==> config.mk <==
export PLATFORM = sky130hd
export DESIGN_NAME = restoring_divider
export DESIGN_NICKNAME = d
export VERILOG_FILES = /design/src/rtl/restoring_divider_pkg.sv /design/src/rtl/restoring_divider_ctrl.sv /design/src/rtl/restoring_divider.sv
export SDC_FILE = /design/constraint.sdc
export NUM_CORES = 1
export LEC_CHECK = 0
export ABC_CLOCK_PERIOD_IN_PS = 5250
export CAP_MARGIN = 20
export CORE_AREA = 2 2 55 52
export CTS_CLUSTER_SIZE = 30
export DETAILED_ROUTE_END_ITERATION = 10
export DIE_AREA = 0 0 57 54
export PLACE_DENSITY = 0.81
export SYNTH_ARGS = -nofsm -noshare
export SYNTH_HDL_FRONTEND = slang
export SYNTH_HIERARCHICAL = 1
export SYNTH_SLANG_ARGS = --single-unit
==> constraint.sdc <==
create_clock -name clk -period 5.25 [get_ports clk]
set_clock_uncertainty 0.15 [all_clocks]
set_input_delay 0.525 -clock clk [delete_from_list [all_inputs] [get_ports clk]]
set_output_delay 0.525 -clock clk [all_outputs]
set_load 0.01 [all_outputs]
==> src/rtl/restoring_divider_pkg.sv <==
// -----------------------------------------------------------------------------
// div_defs : shared definitions for the restoring divider.
//   WIDTH_DEF - default operand width (divisor / quotient / remainder)
//   CNT_W     - width of the iteration counter
//   state_e   - controller FSM state encodings
// Imported by restoring_divider (top/datapath) and div_ctrl (controller).
// -----------------------------------------------------------------------------
package div_defs;

    localparam int WIDTH_DEF = 5;
    localparam int CNT_W     = 3;

    typedef enum logic [2:0] {
        S_IDLE  = 3'd0,
        S_LD_HI = 3'd1,
        S_LD_LO = 3'd2,
        S_CALC  = 3'd3,
        S_DONE  = 3'd4
    } state_e;

endpackage

==> src/rtl/restoring_divider_ctrl.sv <==
// -----------------------------------------------------------------------------
// div_ctrl : sequencing FSM for the restoring divider.
// Walks IDLE -> LD_HI -> LD_LO -> CALC (WIDTH steps) -> DONE and issues the
// load/shift strobes consumed by the datapath in restoring_divider.
// Optional feature macro: DIV_OVERFLOW_DET_EN (early exit on quotient overflow).
//
// Ports:
//   clk, rst_n  - clock, synchronous active-low reset
//   start       - request a new division (honoured in IDLE / DONE only)
//   ovf         - datapath compare A >= D (only with DIV_OVERFLOW_DET_EN)
//   busy, ready - status: busy in LD_HI/LD_LO/CALC, ready in DONE
//   ld_d/ld_a/ld_q - load strobes for divisor, high half, low half
//   shift       - one restoring step this cycle
//   ovf_done    - overflow shortcut taken (only with DIV_OVERFLOW_DET_EN)
// -----------------------------------------------------------------------------
module div_ctrl
    import div_defs::*;
#(
    parameter int WIDTH = WIDTH_DEF
) (
    input  logic clk,
    input  logic rst_n,
    input  logic start,
`ifdef DIV_OVERFLOW_DET_EN
    input  logic ovf,
    output logic ovf_done,
`endif
    output logic busy,
    output logic ready,
    output logic ld_d,
    output logic ld_a,
    output logic ld_q,
    output logic shift
);

    state_e             state_q, state_d;
    logic [CNT_W-1:0]   cnt_q, cnt_d;

    always_ff @(posedge clk) begin
        if (!rst_n) begin
            state_q <= S_IDLE;
            cnt_q   <= '0;
        end else begin
            state_q <= state_d;
            cnt_q   <= cnt_d;
        end
    end

    always_comb begin
        state_d  = state_q;
        cnt_d    = cnt_q;
        ld_d     = 1'b0;
        ld_a     = 1'b0;
        ld_q     = 1'b0;
        shift    = 1'b0;
`ifdef DIV_OVERFLOW_DET_EN
        ovf_done = 1'b0;
`endif
        busy     = (state_q == S_LD_HI) || (state_q == S_LD_LO) || (state_q == S_CALC);
        ready    = (state_q == S_DONE);

        case (state_q)
            S_IDLE, S_DONE: begin
                if (start) begin
                    ld_d    = 1'b1;
                    state_d = S_LD_HI;
                end
            end
            S_LD_HI: begin
                ld_a    = 1'b1;
                state_d = S_LD_LO;
            end
            S_LD_LO: begin
                ld_q    = 1'b1;
                cnt_d   = '0;
`ifdef DIV_OVERFLOW_DET_EN
                // A already holds the dividend high half; if it is >= D the
                // quotient cannot fit in WIDTH bits (this also catches D = 0).
                if (ovf) begin
                    ovf_done = 1'b1;
                    state_d  = S_DONE;
                end else begin
                    state_d  = S_CALC;
                end
`else
                state_d = S_CALC;
`endif
            end
            S_CALC: begin
                shift = 1'b1;
                if (cnt_q == CNT_W'(WIDTH - 1)) begin
                    state_d = S_DONE;
                end else begin
                    cnt_d = cnt_q + 1'b1;
                end
            end
            default: state_d = S_IDLE;
        endcase
    end

endmodule

==> src/rtl/restoring_divider.sv <==
// -----------------------------------------------------------------------------
// restoring_divider : 2*WIDTH / WIDTH unsigned restoring divider with a
// serial operand bus. Operands arrive on data_in as divisor, dividend high
// half, dividend low half on consecutive cycles; WIDTH restoring steps follow.
// Optional feature macro: DIV_OVERFLOW_DET_EN (err on quotient overflow or
// divide-by-zero, result forced to Q = all ones, A = 0).
//
// Ports:
//   clk       - rising-edge clock
//   rst_n     - synchronous active-low reset
//   start     - begin a division (accepted in IDLE or DONE)
//   data_in   - serial operand bus [WIDTH]
//   sel       - output select: 0 = quotient, 1 = remainder
//   data_out  - selected result [WIDTH]
//   busy      - operation in progress
//   ready     - result valid
//   err       - overflow / divide-by-zero, valid while ready
// -----------------------------------------------------------------------------
module restoring_divider
    import div_defs::*;
#(
    parameter int WIDTH = WIDTH_DEF
) (
    input  logic             clk,
    input  logic             rst_n,
    input  logic             start,
    input  logic [WIDTH-1:0] data_in,
    input  logic             sel,
    output logic [WIDTH-1:0] data_out,
    output logic             busy,
    output logic             ready,
    output logic             err
);

    logic [WIDTH-1:0]        d_q, d_d;
    logic [WIDTH-1:0]        a_q, a_d;
    logic [WIDTH-1:0]        q_q, q_d;
    logic signed [WIDTH:0]   trial;
    logic                    ld_d, ld_a, ld_q, shift;

`ifdef DIV_OVERFLOW_DET_EN
    logic                    ovf;
    logic                    ovf_done;
    logic                    err_q, err_d;

    assign ovf = (a_q >= d_q);
`endif

    div_ctrl #(
        .WIDTH    (WIDTH)
    ) u_ctrl (
        .clk      (clk),
        .rst_n    (rst_n),
        .start    (start),
`ifdef DIV_OVERFLOW_DET_EN
        .ovf      (ovf),
        .ovf_done (ovf_done),
`endif
        .busy     (busy),
        .ready    (ready),
        .ld_d     (ld_d),
        .ld_a     (ld_a),
        .ld_q     (ld_q),
        .shift    (shift)
    );

    // Trial subtraction on the left-shifted partial remainder. Since A < D
    // holds on entry to every step, WIDTH+1 bits hold the result exactly and
    // the MSB is the borrow (negative) flag.
    assign trial = $signed({a_q, q_q[WIDTH-1]}) - $signed({1'b0, d_q});

    always_comb begin
        d_d = d_q;
        a_d = a_q;
        q_d = q_q;
        if (ld_d) d_d = data_in;
        if (ld_a) a_d = data_in;
        if (ld_q) q_d = data_in;
        if (shift) begin
            if (!trial[WIDTH]) begin
                a_d = trial[WIDTH-1:0];
                q_d = {q_q[WIDTH-2:0], 1'b1};
            end else begin
                a_d = {a_q[WIDTH-2:0], q_q[WIDTH-1]};
                q_d = {q_q[WIDTH-2:0], 1'b0};
            end
        end
`ifdef DIV_OVERFLOW_DET_EN
        // Saturated result overrides the low-half load in the same cycle.
        if (ovf_done) begin
            a_d = '0;
            q_d = '1;
        end
`endif
    end

    always_ff @(posedge clk) begin
        if (!rst_n) begin
            d_q <= '0;
            a_q <= '0;
            q_q <= '0;
        end else begin
            d_q <= d_d;
            a_q <= a_d;
            q_q <= q_d;
        end
    end

`ifdef DIV_OVERFLOW_DET_EN
    always_comb begin
        err_d = err_q;
        if (ld_d)     err_d = 1'b0;
        if (ovf_done) err_d = 1'b1;
    end

    always_ff @(posedge clk) begin
        if (!rst_n) begin
            err_q <= 1'b0;
        end else begin
            err_q <= err_d;
        end
    end

    assign err = err_q;
`else
    assign err = 1'b0;
`endif

    assign data_out = sel ? a_q : q_q;

endmodule

==> results of run 1 <==
-- cell families after synthesis --
| logic type | after synthesis | share of synthesized area (%) |
|---|---|---|
| adders and majority gates | 8 | 7.55 |
| muxes | 18 | 13.3 |
| DFF | 21 | 29.5 |
| AOI/OAI and AO/OA | 37 | 18.2 |
| other | 1 | 0.263 |
| xor gates and xnor gates | 1 | 0.615 |
| and+or+nand+nor | 61 | 24.1 |
| buffers and inverters | 22 | 6.50 |
-- metal layers --
layer	vias up	GRT usage (%)	wire length, um
met3	10	1.44	169
met1	602	27.6	1470
met5	-	0	0
li1	628	-	-
met4	0	8.91	80
met2	53	40.2	1520
-- power breakdown --
group / switching, uW / internal [uW]
registers: 13.5 / 170
logic: 79.6 / 68.7
clock network: 53.6 / 29.1
total: 147 / 268
-- sequential cells by signal, summed over array words and instances (netlist names) --
register / count
u_ctrl/state_q: 3
q_q: 5
d_q: 5
u_ctrl/cnt_q: 3
a_q: 5
-- layout by cell type, fill, tap and decap left out, drive strengths merged, types with 2 or more instances in the layout --
cell type	instances
a211oi	3
inv	13
clkbuf	4
a21o	2
nand4	4
nor2	20
and3	3
nand3b	3
nand2	8
mux2i	10
o2111ai	2
o311ai	2
o31ai	2
nand3	6
a21oi	11
or4	2
nor3b	4
clkdlybuf4s50	15
dfxtp	21
o21ai	6
ha	7
o2111a	2
nor3	2
nor2b	2
a21boi	2
mux2	8
-- how the worst max path moves through the flow --
stage | from | slack [ps] | depth (start not counted) | end
floorplan | d_q[2] | 3250 | 6 | a_q[2]
global placement | sel | 2660 | 3 | data_out[1]
detailed placement | sel | 2620 | 3 | data_out[0]
CTS | sel | 2610 | 3 | data_out[0]
global route | sel | 2580 | 3 | data_out[2]
finish | sel | 2620 | 3 | data_out[0]
-- worst max-delay path, delay by kind of cell --
kind	cells	cell delay, ps
multiplexers	1	350
buffers and inverters	2	1080
-- cell type report --
cell class              instances  area (um2)  share of cell area [%]
multi-input cells             126         912                    56.8
clock buffers                   3        22.5                    1.40
repair buffers                 16         158                    9.81
well taps                      30        37.5                    2.34
flip-flops and latches         21         420                    26.2
clock inverters                 1        7.51                   0.467
inverters                      13        48.8                    3.04
-- per-stage QoR --
stage / cell area (um2) / cells
global placement: 1570 / 205
finish: 1610 / 210
CTS: 1600 / 209
detailed placement: 1570 / 205
floorplan: 1430 / 169
global route: 1610 / 210
==> results.txt, run 1 <==
----------------------------------------------------
[Timing]
  Final setup vio count ... 0
  Max transition margin ... ~43%
  Worst-case hold slack ... 388 ps
  Final Hold Violating Endpoints ... 0
  FMAX ... between 300 and 400 MHz
  Unrepaired setup endpoints after global routing ... false
  Post-route worst setup slack ... ~2600 ps
  Slew Viols, Final ... 0
  Final worst-path cycle share ... 50.1%
  Transition at the pin with the smallest max-transition slack ... between 800 and 900 ps
  TNS Setup ... 0 ps
  Final period demand of the worst path ... ~2600 ps

[Synth]
  Synthesized net count ... around 190
  Area fraction of the dominant cell type after synthesis ... between 20% and 30%
  Share of the yosys chip area belonging to registers ... between 20% and 30%
  Gate count of the mapped netlist ... ~170
  Yosys warnings ... 6
  Most instantiated library cell after synthesis ... dfxtp_1
  Flip-flop cell with the highest count after synthesis ... dfxtp_1
  Cell accounting for the most synthesized area ... dfxtp_1
  Syn Area/Cell ... between 8 and 9 um2
  Synth unique cells ... 50
  Proportion of register bits with asynchronous set or reset after synthesis ... 0%
  Total standard cell area after synthesis ... between 1000 and 1500 um2
  Number of synthesized flops with an enable pin ... 0
  Register bit count reported by yosys ... 21
  Cells taking the most area after synthesis ... dfxtp_1 29%, mux2i_1 7.0%, ha_1 6.1%
  Most used standard cells in the synthesized netlist ... 21 x dfxtp_1, 20 x nor2_1, 12 x inv_1, 11 x a21oi_1, 10 x mux2i_1

[Clock network]
  Number of clock buffers inserted by TritonCTS ... 3
  PostCTS Resize Cnt ... 0
  CTS tree ... yes
  Number of levels the H-tree was split into ... 1
  Clk_lat worst skew ... roughly 320 ps
  Sinks on Clock Net ... 21
  Clock edge transition at the registers on the reported setup and hold paths ... around 110 ps
  Library cell used as clock root buffer ... clkbuf_4
  Count of hold-fix buffers inserted at cts ... 0
  Buffers inserted during post-CTS setup optimization ... 0
  Maximum buffer depth of the clock tree ... 2

[Floorplanning]
  Initial Util ... between 50% and 60%
  I/O pin count ... 17
  Die height ... 54 um
  Die extent in x ... 57 um
  Die area ... 3080 um2
  Standard-cell row count ... 18
  Core Region ... between 2000 and 3000 um2

[GRT]
  Antenna violations before repair ... 0
  Vias in the first global route ... about 1200
  Overall routing resource usage ... 22.1%
  Pin count of the biggest net entering global routing ... 19
  Remaining Overflow, GRT ... 0
  First-pass GRT wire length ... ~5300 um

[Setup path]
  Required time of the worst setup path ... ~4600 ps
  Chain of cells forming the critical path ... clkdlybuf4s50_1, mux2_1, clkdlybuf4s50_1
  Crit path capture type ... output port
  Worst reg2reg path endpoint ... a_q[1]
  Source of the worst register-to-register timing path ... u_ctrl/state_q[0]
  Data arrival time of the critical path ... 1950 ps
  Register-to-Register Path Depth ... 4
  Cell with the biggest individual delay on the critical path ... clkdlybuf4s50_1
  Critical path startpoint category ... input pin
  Worst Setup Path Type ... in -> out
  Critical-path maximum fanout ... 6
  Dominant cell type by count on the critical path ... clkdlybuf4s50_1
  Delay of the slowest cell on the worst path ... between 500 and 600 ps
  Internal reg-to-reg setup slack ... a little over 3000 ps

[Drt]
  Total number of vias ... between 1000 and 1500
  Average wire per cell in the routed design ... between 15 and 20 um
  Number of remaining DRC errors ... 0
  Detail Route Antenna Nets ... 0
  Routed vias/inst ... ~6
  First DRT Iteration DRCs ... 45
  First-pass DRT Iterations ... 4
  Total Routed Length ... about 3200 um

[Pwr]
  Design Power ... roughly 410 uW
  Static leakage ... 0.000617 uW
  Cell area power density ... about 260 nW/um2
  VDD IR-drop max ... between 200 and 250 uV

[Min path]
  Hold_sp ... q_q[3]
  Type of the most critical hold path ... reg -> reg
  Count of cells along the worst hold path ... 2
  Endpoint of the worst hold-timing path ... q_q[4]

[Layout]
  Fraction of final layout cells sized beyond drive strength 1 ... 10.0%
  Number of fill cells ... roughly 210
  Post-synthesis to final-layout area growth ... 12.7%
  Final Net Count ... 198
  Final design utilization ... between 60% and 70%
  Antenna diode count ... 0

[Placement]
  Port buffer count ... 15
  Final weighted congestion in routability-driven placement ... just under 0.9
  Post-place setup slack ... 2620 ps
  HPWL reported at the end of detailed placement ... approximately 2400 um

[Outcome]
  Status ... complete, no violations

[Flow run]
  Count of maximum capacitance violations ... 0

----------------------------------------------------
(Power assumes the default switching activity.)
==> run 2: changes to the inputs <==
--- a/config.mk
+++ b/config.mk
@@ -5,13 +5,13 @@
 export SDC_FILE = /design/constraint.sdc
 export NUM_CORES = 1
 export LEC_CHECK = 0
-export ABC_CLOCK_PERIOD_IN_PS = 5250
+export ABC_CLOCK_PERIOD_IN_PS = 2560
 export CAP_MARGIN = 20
-export CORE_AREA = 2 2 55 52
+export CORE_AREA = 2 2 57 54
 export CTS_CLUSTER_SIZE = 30
 export DETAILED_ROUTE_END_ITERATION = 10
-export DIE_AREA = 0 0 57 54
-export PLACE_DENSITY = 0.81
+export DIE_AREA = 0 0 59 56
+export PLACE_DENSITY = 0.76
 export SYNTH_ARGS = -nofsm -noshare
 export SYNTH_HDL_FRONTEND = slang
 export SYNTH_HIERARCHICAL = 1
==> constraint.sdc (replaced) <==
create_clock -name clk -period 2.56 [get_ports clk]
set_clock_uncertainty 0.15 [all_clocks]
set_input_delay 0.256 -clock clk [delete_from_list [all_inputs] [get_ports clk]]
set_output_delay 0.256 -clock clk [all_outputs]
set_load 0.01 [all_outputs]
==> run 2 against run 1 <==
Against the previous run:
- flip-flop and latch count stayed put
- power rose by 100%
- largest power group unchanged
- clock power up 92%
- non-clock buffer count rose by 2
==> results.txt, run 2 (same netlist as run 1, synthesis figures left out) <==
----------------------------------------------------
[Timing]
  Final Hold Violating Endpoints ... 0 (unchanged)
  Unrepaired setup endpoints after global routing ... false
  Transition at the pin with the smallest max-transition slack ... 569 ps (-285 ps)
  Final period demand of the worst path ... about 2200 ps
  Slew Viols, Final ... 0 (unchanged)
  TNS Setup ... 0 ps (unchanged)
  Max transition margin ... 62.0% (+19 points)
  Final setup vio count ... 0 (unchanged)
  FMAX ... 462 MHz
  Final worst-path cycle share ... a little over four fifths
  Post-route worst setup slack ... 398 ps (-2220 ps)

[Clock network]
  Buffers inserted during post-CTS setup optimization ... 0 (unchanged)
  Number of levels the H-tree was split into ... 1 (unchanged)
  Count of hold-fix buffers inserted at cts ... 0 (unchanged)
  Number of clock buffers inserted by TritonCTS ... 3 (unchanged)
  Maximum buffer depth of the clock tree ... 2 (unchanged)
  Library cell used as clock root buffer ... clkbuf_4
  Sinks on Clock Net ... 21 (unchanged)
  CTS tree ... yes
  Clk_lat worst skew ... 310 ps (about the same)
  Clock edge transition at the registers on the reported setup and hold paths ... 110 ps (about the same)
  PostCTS Resize Cnt ... 0 (unchanged)

[Drt]
  First-pass DRT Iterations ... 4 (unchanged)
  Detail Route Antenna Nets ... 0 (unchanged)
  Total number of vias ... 1284 (-0.70%)
  Average wire per cell in the routed design ... 14.6 um (-5.7%)
  Routed vias/inst ... 6.06 (-1.6%)
  Number of remaining DRC errors ... 0 (unchanged)
  Total Routed Length ... 3090 um (-4.8%)
  First DRT Iteration DRCs ... 56 (+24%)

[Pwr]
  VDD IR-drop max ... 409 uV (+100%)
  Cell area power density ... 521 nW/um2 (+100%)
  Clock network fraction of design power ... 18.8% (-1.1 points)
  Design Power ... 843 uW (+100%)
  Psw ... 292 uW (+99%)
  Static leakage ... 0.000632 uW (+2.4%)
  Internal power consumption ... 551 uW (+110%)
  Proportion of total power due to net switching ... 34.6% (-0.71 points)
  Combinational Power Share ... 36.4% (+0.7 points)
  Sequential share of power ... 44.7% (+0.4 points)

[Setup path]
  Required time of the worst setup path ... 2630 ps (-1950 ps)
  Delay of the slowest cell on the worst path ... 530 ps (-60 ps)
  Buffers and inverters on the worst path ... 1 (-1)
  Critical path's top delay family ... simple AND/OR/NAND/NOR gates
  Crit path capture type ... flop
  Chain of cells forming the critical path ... inv_1, ha_1, and3b_1, o2111a_2, or4_1, o311ai_1
  Critical-path maximum fanout ... 6 (unchanged)
  Cell with the biggest individual delay on the critical path ... or4_1
  Critical path startpoint category ... flop
  Worst Setup Path Type ... reg -> reg
  Data arrival time of the critical path ... 2230 ps (+280 ps)

[Layout]
  Largest registers ranked by flip-flop count ... a_q x5, d_q x5, q_q x5
  Most common library cell in the layout ignoring fill and taps ... dfxtp_1
  Post-synthesis to final-layout area growth ... 13.6%
  Final Net Count ... 200 (+1.0%)
  Most used cells in the layout excluding fill and tap cells ... 21 x dfxtp_1, 20 x nor2_1, 15 x clkdlybuf4s50_1, 12 x inv_1, 11 x a21oi_1
  Number of fill cells ... 243 (+15%)
  Antenna diode count ... 0 (unchanged)
  Fraction of final layout cells sized beyond drive strength 1 ... 11.0% (+0.99 points)

[Floorplanning]
  I/O pin count ... 17 (unchanged)
  Core Region ... 2660 um2 (+3.5%)
  Die height ... 56 um (+3.7%)
  Standard-cell row count ... 18 (unchanged)
  Initial Util ... 53.6% (-1.9 points)
  Die extent in x ... 59 um (+3.5%)
  Die area ... 3300 um2 (+7.3%)

[Placement]
  HPWL reported at the end of detailed placement ... 2360 um (-1.7%)
  Final weighted congestion in routability-driven placement ... 0.853 (-3.1%)
  Post-place setup slack ... 459 ps (-2160 ps)
  Port buffer count ... 15 (unchanged)

[GRT]
  First-pass GRT wire length ... 5360 um (+1.2%)
  Pin count of the biggest net entering global routing ... 13 (-6)
  Vias in the first global route ... 1158 (-2.4%)
  Antenna violations before repair ... 0 (unchanged)
  Remaining Overflow, GRT ... 0 (unchanged)
  Overall routing resource usage ... 20.6% (-1.5 points)

[Flow run]
  Count of maximum capacitance violations ... 0 (unchanged)

[Outcome]
  Status ... complete, no violations

[Min path]
  Type of the most critical hold path ... reg -> reg

----------------------------------------------------
==> run 2: changes by cell type in the layout (fill, tap and decap cells not counted) <==
cell        before  now
buf_4            0    3
clkbuf_4         4    3
clkinv_2         0    1
clkinvlp_4       1    0
==> run 2: final cells by class <==
| cell class | instances | area (um2) | share of cell area (%) |
|---|---|---|---|
| clock buffer | 3 | 22.5 | 1.39 |
| inverter | 13 | 48.8 | 3.01 |
| multi-input combinational | 126 | 912 | 56.3 |
| timing repair buffer | 18 | 173 | 10.7 |
| tap | 30 | 37.5 | 2.32 |
| sequential | 21 | 420 | 26.0 |
| clock inverter | 1 | 5.00 | 0.309 |
==> run 2: path summary, 6_finish.rpt <==
path	startpoint	endpoint	slack, ps	cells after the start
max reg2reg	d_q[2]	a_q[0]	400	6
min reg2reg	d_q[1]	d_q[1]	350	2
max	d_q[2]	a_q[0]	400	6
min	d_q[1]	d_q[1]	350	2
==> run 2: metal layers <==
layer  share of wire, %  global-route usage, %
met4                3.1                   10.7
met5                  0                      0
met1                 51                   30.3
met2                 42                   29.7
met3                3.8                   1.40
==> run 2: worst register-to-register path, cell delays in order, from the launching register on <==
cell and delay [ps]:
dfxtp_1 360, inv_1 50, ha_1 380, and3b_1 230
o2111a_2 300, or4_1 530, o311ai_1 80
==> run 2: power by group through the flow <==
stage               registers [uW]  logic [uW]  clock network, uW
floorplan                      369         228                  0
global placement               382         293                  0
detailed placement             384         298                  0
CTS                            377         301                164
global route                   381         334                179
finish                         377         307                159
==> run 2: metrics by stage <==
step                std cells  hold slack [ps]  area (um2)  util, %
detailed placement        208              330        1590     59.9
finish                    212              353        1620     60.9
global route              212              392        1620     60.9
floorplan                 169              224        1430        -
global placement          208              327        1590     59.9
CTS                       212              360        1620     60.9
==> run 3: changes to the inputs <==
--- a/config.mk
+++ b/config.mk
@@ -5,13 +5,13 @@
 export SDC_FILE = /design/constraint.sdc
 export NUM_CORES = 1
 export LEC_CHECK = 0
-export ABC_CLOCK_PERIOD_IN_PS = 2560
+export ABC_CLOCK_PERIOD_IN_PS = 1800
 export CAP_MARGIN = 20
-export CORE_AREA = 2 2 57 54
+export CORE_AREA = 2 2 60 56
 export CTS_CLUSTER_SIZE = 30
 export DETAILED_ROUTE_END_ITERATION = 10
-export DIE_AREA = 0 0 59 56
-export PLACE_DENSITY = 0.76
+export DIE_AREA = 0 0 62 58
+export PLACE_DENSITY = 0.73
 export SYNTH_ARGS = -nofsm -noshare
 export SYNTH_HDL_FRONTEND = slang
 export SYNTH_HIERARCHICAL = 1
==> constraint.sdc (replaced) <==
create_clock -name clk -period 1.8 [get_ports clk]
set_clock_uncertainty 0.15 [all_clocks]
set_input_delay 0.18 -clock clk [delete_from_list [all_inputs] [get_ports clk]]
set_output_delay 0.18 -clock clk [all_outputs]
set_load 0.01 [all_outputs]
==> run 3 against run 2 <==
Against the previous run:
- the flow now finishes with violations (setup timing)
- critical path depth is the same
- power increased by 63%
- die area is 8.8% higher
- combinational power increased by 98%
- register-to-register slack worse by 530 ps
- routed wire length rose by 20%
- worst hold slack better by 24 ps
- clock power rose by 46%
- clock-buffer cell count rose by 1
- sequential power up 41%
- cell count increased by 19%
==> results.txt, run 3 (same netlist as run 1, synthesis figures left out) <==
----------------------------------------------------
[Layout]
  Number of fill cells ... 243 (unchanged)
  Post-route cell area ... 1950 um2 (+20%)
  Post-synthesis to final-layout area growth ... 36.9%
  Largest registers ranked by flip-flop count ... a_q x5, d_q x5, q_q x5
  Fraction of final layout cells sized beyond drive strength 1 ... 32.9% (+22 points)
  Most common library cell in the layout ignoring fill and taps ... buf_4
  Most used cells in the layout excluding fill and tap cells ... 31 x buf_4, 20 x nor2_1, 14 x dfxtp_1, 11 x a21oi_1, 10 x mux2i_1
  Antenna diode count ... 0 (unchanged)
  Final Net Count ... 228 (+14%)

[Outcome]
  Violations in the final reports ... setup timing
  Status ... complete, but fails checks

[GRT]
  Remaining Overflow, GRT ... 0 (unchanged)
  Vias in the first global route ... 1364 (+18%)
  Overall routing resource usage ... 22.3% (+1.7 points)
  Pin count of the biggest net entering global routing ... 13 (unchanged)
  First-pass GRT wire length ... 6120 um (+14%)
  Antenna violations before repair ... 0 (unchanged)

[Pwr]
  VDD IR-drop max ... 564 uV (+38%)
  Clock network fraction of design power ... 16.9% (-1.9 points)
  Sequential share of power ... 38.7% (-6.0 points)
  Static leakage ... 0.000816 uW (+29%)
  Internal power consumption ... 899 uW (+63%)
  Cell area power density ... 703 nW/um2 (+35%)
  Psw ... 473 uW (+62%)
  Design Power ... 1370 uW (+63%)
  Combinational Power Share ... 44.4% (+8.0 points)
  Proportion of total power due to net switching ... 34.5% (-0.16 points)

[Timing]
  Final Hold Violating Endpoints ... 0 (unchanged)
  Final setup vio count ... 6 (+6)
  FMAX ... 517 MHz (+12%)
  Unrepaired setup endpoints after global routing ... true
  Post-route worst setup slack ... -133 ps (-531 ps)
  Final worst-path cycle share ... 107% (+23 points)
  Final period demand of the worst path ... 1930 ps (-229 ps)
  Slew Viols, Final ... 0 (unchanged)

[Placement]
  Final weighted congestion in routability-driven placement ... 0.816 (-4.3%)
  Port buffer count ... 15 (unchanged)
  Post-detailed-placement cell area ... 1860 um2 (+17%)
  HPWL reported at the end of detailed placement ... 2860 um (+21%)

[Drt]
  Total number of vias ... 1426 (+11%)
  First DRT Iteration DRCs ... 70 (+25%)
  Total Routed Length ... 3710 um (+20%)
  Routed vias/inst ... 5.66 (-6.6%)
  Detail Route Antenna Nets ... 0 (unchanged)
  Number of remaining DRC errors ... 0 (unchanged)
  Average wire per cell in the routed design ... 14.7 um (+1.0%)
  First-pass DRT Iterations ... 4 (unchanged)

[Setup path]
  Critical-path maximum fanout ... 5 (-1)
  Internal reg-to-reg setup slack ... -130 ps (-530 ps)
  Critical path startpoint category ... flop
  Source of the worst register-to-register timing path ... d_q[3]
  Worst Setup Path Type ... reg -> reg
  Data arrival time of the critical path ... 2000 ps (-230 ps)
  Crit path capture type ... flop
  Register-to-Register Path Depth ... 6 (unchanged)
  Required time of the worst setup path ... 1860 ps (-770 ps)
  Worst reg2reg path endpoint ... a_q[2]

[Floorplanning]
  Die height ... 58 um (+3.6%)
  Initial Util ... 48.0% (-5.7 points)
  Core Region ... 2970 um2 (+12%)
  Standard-cell row count ... 19 (+1)
  Die extent in x ... 62 um (+5.1%)
  Die area ... 3600 um2 (+8.8%)
  I/O pin count ... 17 (unchanged)

[Min path]
  Count of cells along the worst hold path ... 2 (unchanged)
  Endpoint of the worst hold-timing path ... d_q[0]
  Hold_sp ... d_q[0]
  Type of the most critical hold path ... reg -> reg

[Flow run]
  Count of maximum capacitance violations ... 0 (unchanged)

[Clock network]
  Count of hold-fix buffers inserted at cts ... 0 (unchanged)
  Number of clock buffers inserted by TritonCTS ... 3 (unchanged)
  CTS tree ... yes
  Maximum buffer depth of the clock tree ... 2 (unchanged)
  Sinks on Clock Net ... 21 (unchanged)
  Clk_lat worst skew ... 310 ps (about the same)
  Clock edge transition at the registers on the reported setup and hold paths ... 110 ps (about the same)
  Number of levels the H-tree was split into ... 1 (unchanged)
  Library cell used as clock root buffer ... clkbuf_4

----------------------------------------------------
run 3: cell count changes in the layout (fill, tap and decap cells not counted), moves of 3 or more:
cell,previous run,this run
dfxtp_2,0,7
ha_1,7,2
clkdlybuf4s50_1,15,7
inv_1,12,9
dlygate4sd2_1,0,8
dfxtp_1,21,14
buf_4,3,31
inv_2,1,4
ha_4,0,4
run 3: worst max-delay path: stages (launching register included):
cell,delay (ps)
dfxtp_2,360
inv_2,40
ha_4,210
or4b_4,560
o2111ai_4,180
nor3_4,90
o311ai_1,250
run 3: final cells by class:
class / count / area (um2) / area share, %
sequential: 21 / 429 / 22.0
inverter: 13 / 48.8 / 2.50
clock buffer: 4 / 26.3 / 1.35
multi-input combinational: 126 / 1020 / 52.3
tap: 42 / 52.6 / 2.69
timing repair buffer: 46 / 373 / 19.1
run 3: worst max path at each step:
stage                 from     endpoint  slack, ps
floorplan           d_q[4]       a_q[0]        -30
global placement       sel  data_out[3]       -120
detailed placement     sel  data_out[1]       -170
CTS                 d_q[3]       a_q[2]       -120
global route        d_q[3]       a_q[2]       -160
finish              d_q[3]       a_q[2]       -130
run 3: power groups by stage:
stage          registers [uW]  clock network (uW)  logic [uW]
3_3_place_gp              535                   0         549
5_1_grt                   533                 245         660
6_report                  531                 232         609
4_1_cts                   529                 232         587
2_1_floorplan             531                   0         359
3_5_place_dp              537                   0         569
run 3: per-layer routing:
layer,wire (um),global-route usage [%],up-vias
met4,29,4.56,0
met3,164,1.34,3
met2,1810,36.8,50
li1,-,-,696
met1,1710,32.0,677
met5,0,0,-
run 3: per-stage QoR:
step	hold slack, ps	worst slack, ps	setup TNS (ps)	std cells	util, %
after global placement	320	-121	-727	247	62.6
final	377	-133	-472	252	65.6
after global routing	401	-161	-738	252	65.6
after detailed placement	347	-171	-1080	247	62.6
after CTS	379	-119	-403	252	64.8
after floorplan	148	-26.8	-69.0	169	-
run 3: timing repair:
action	CTS	global route
resized for setup	17	4
pin swaps	7	5
buffers inserted	1	0
setup endpoints to repair	13	7
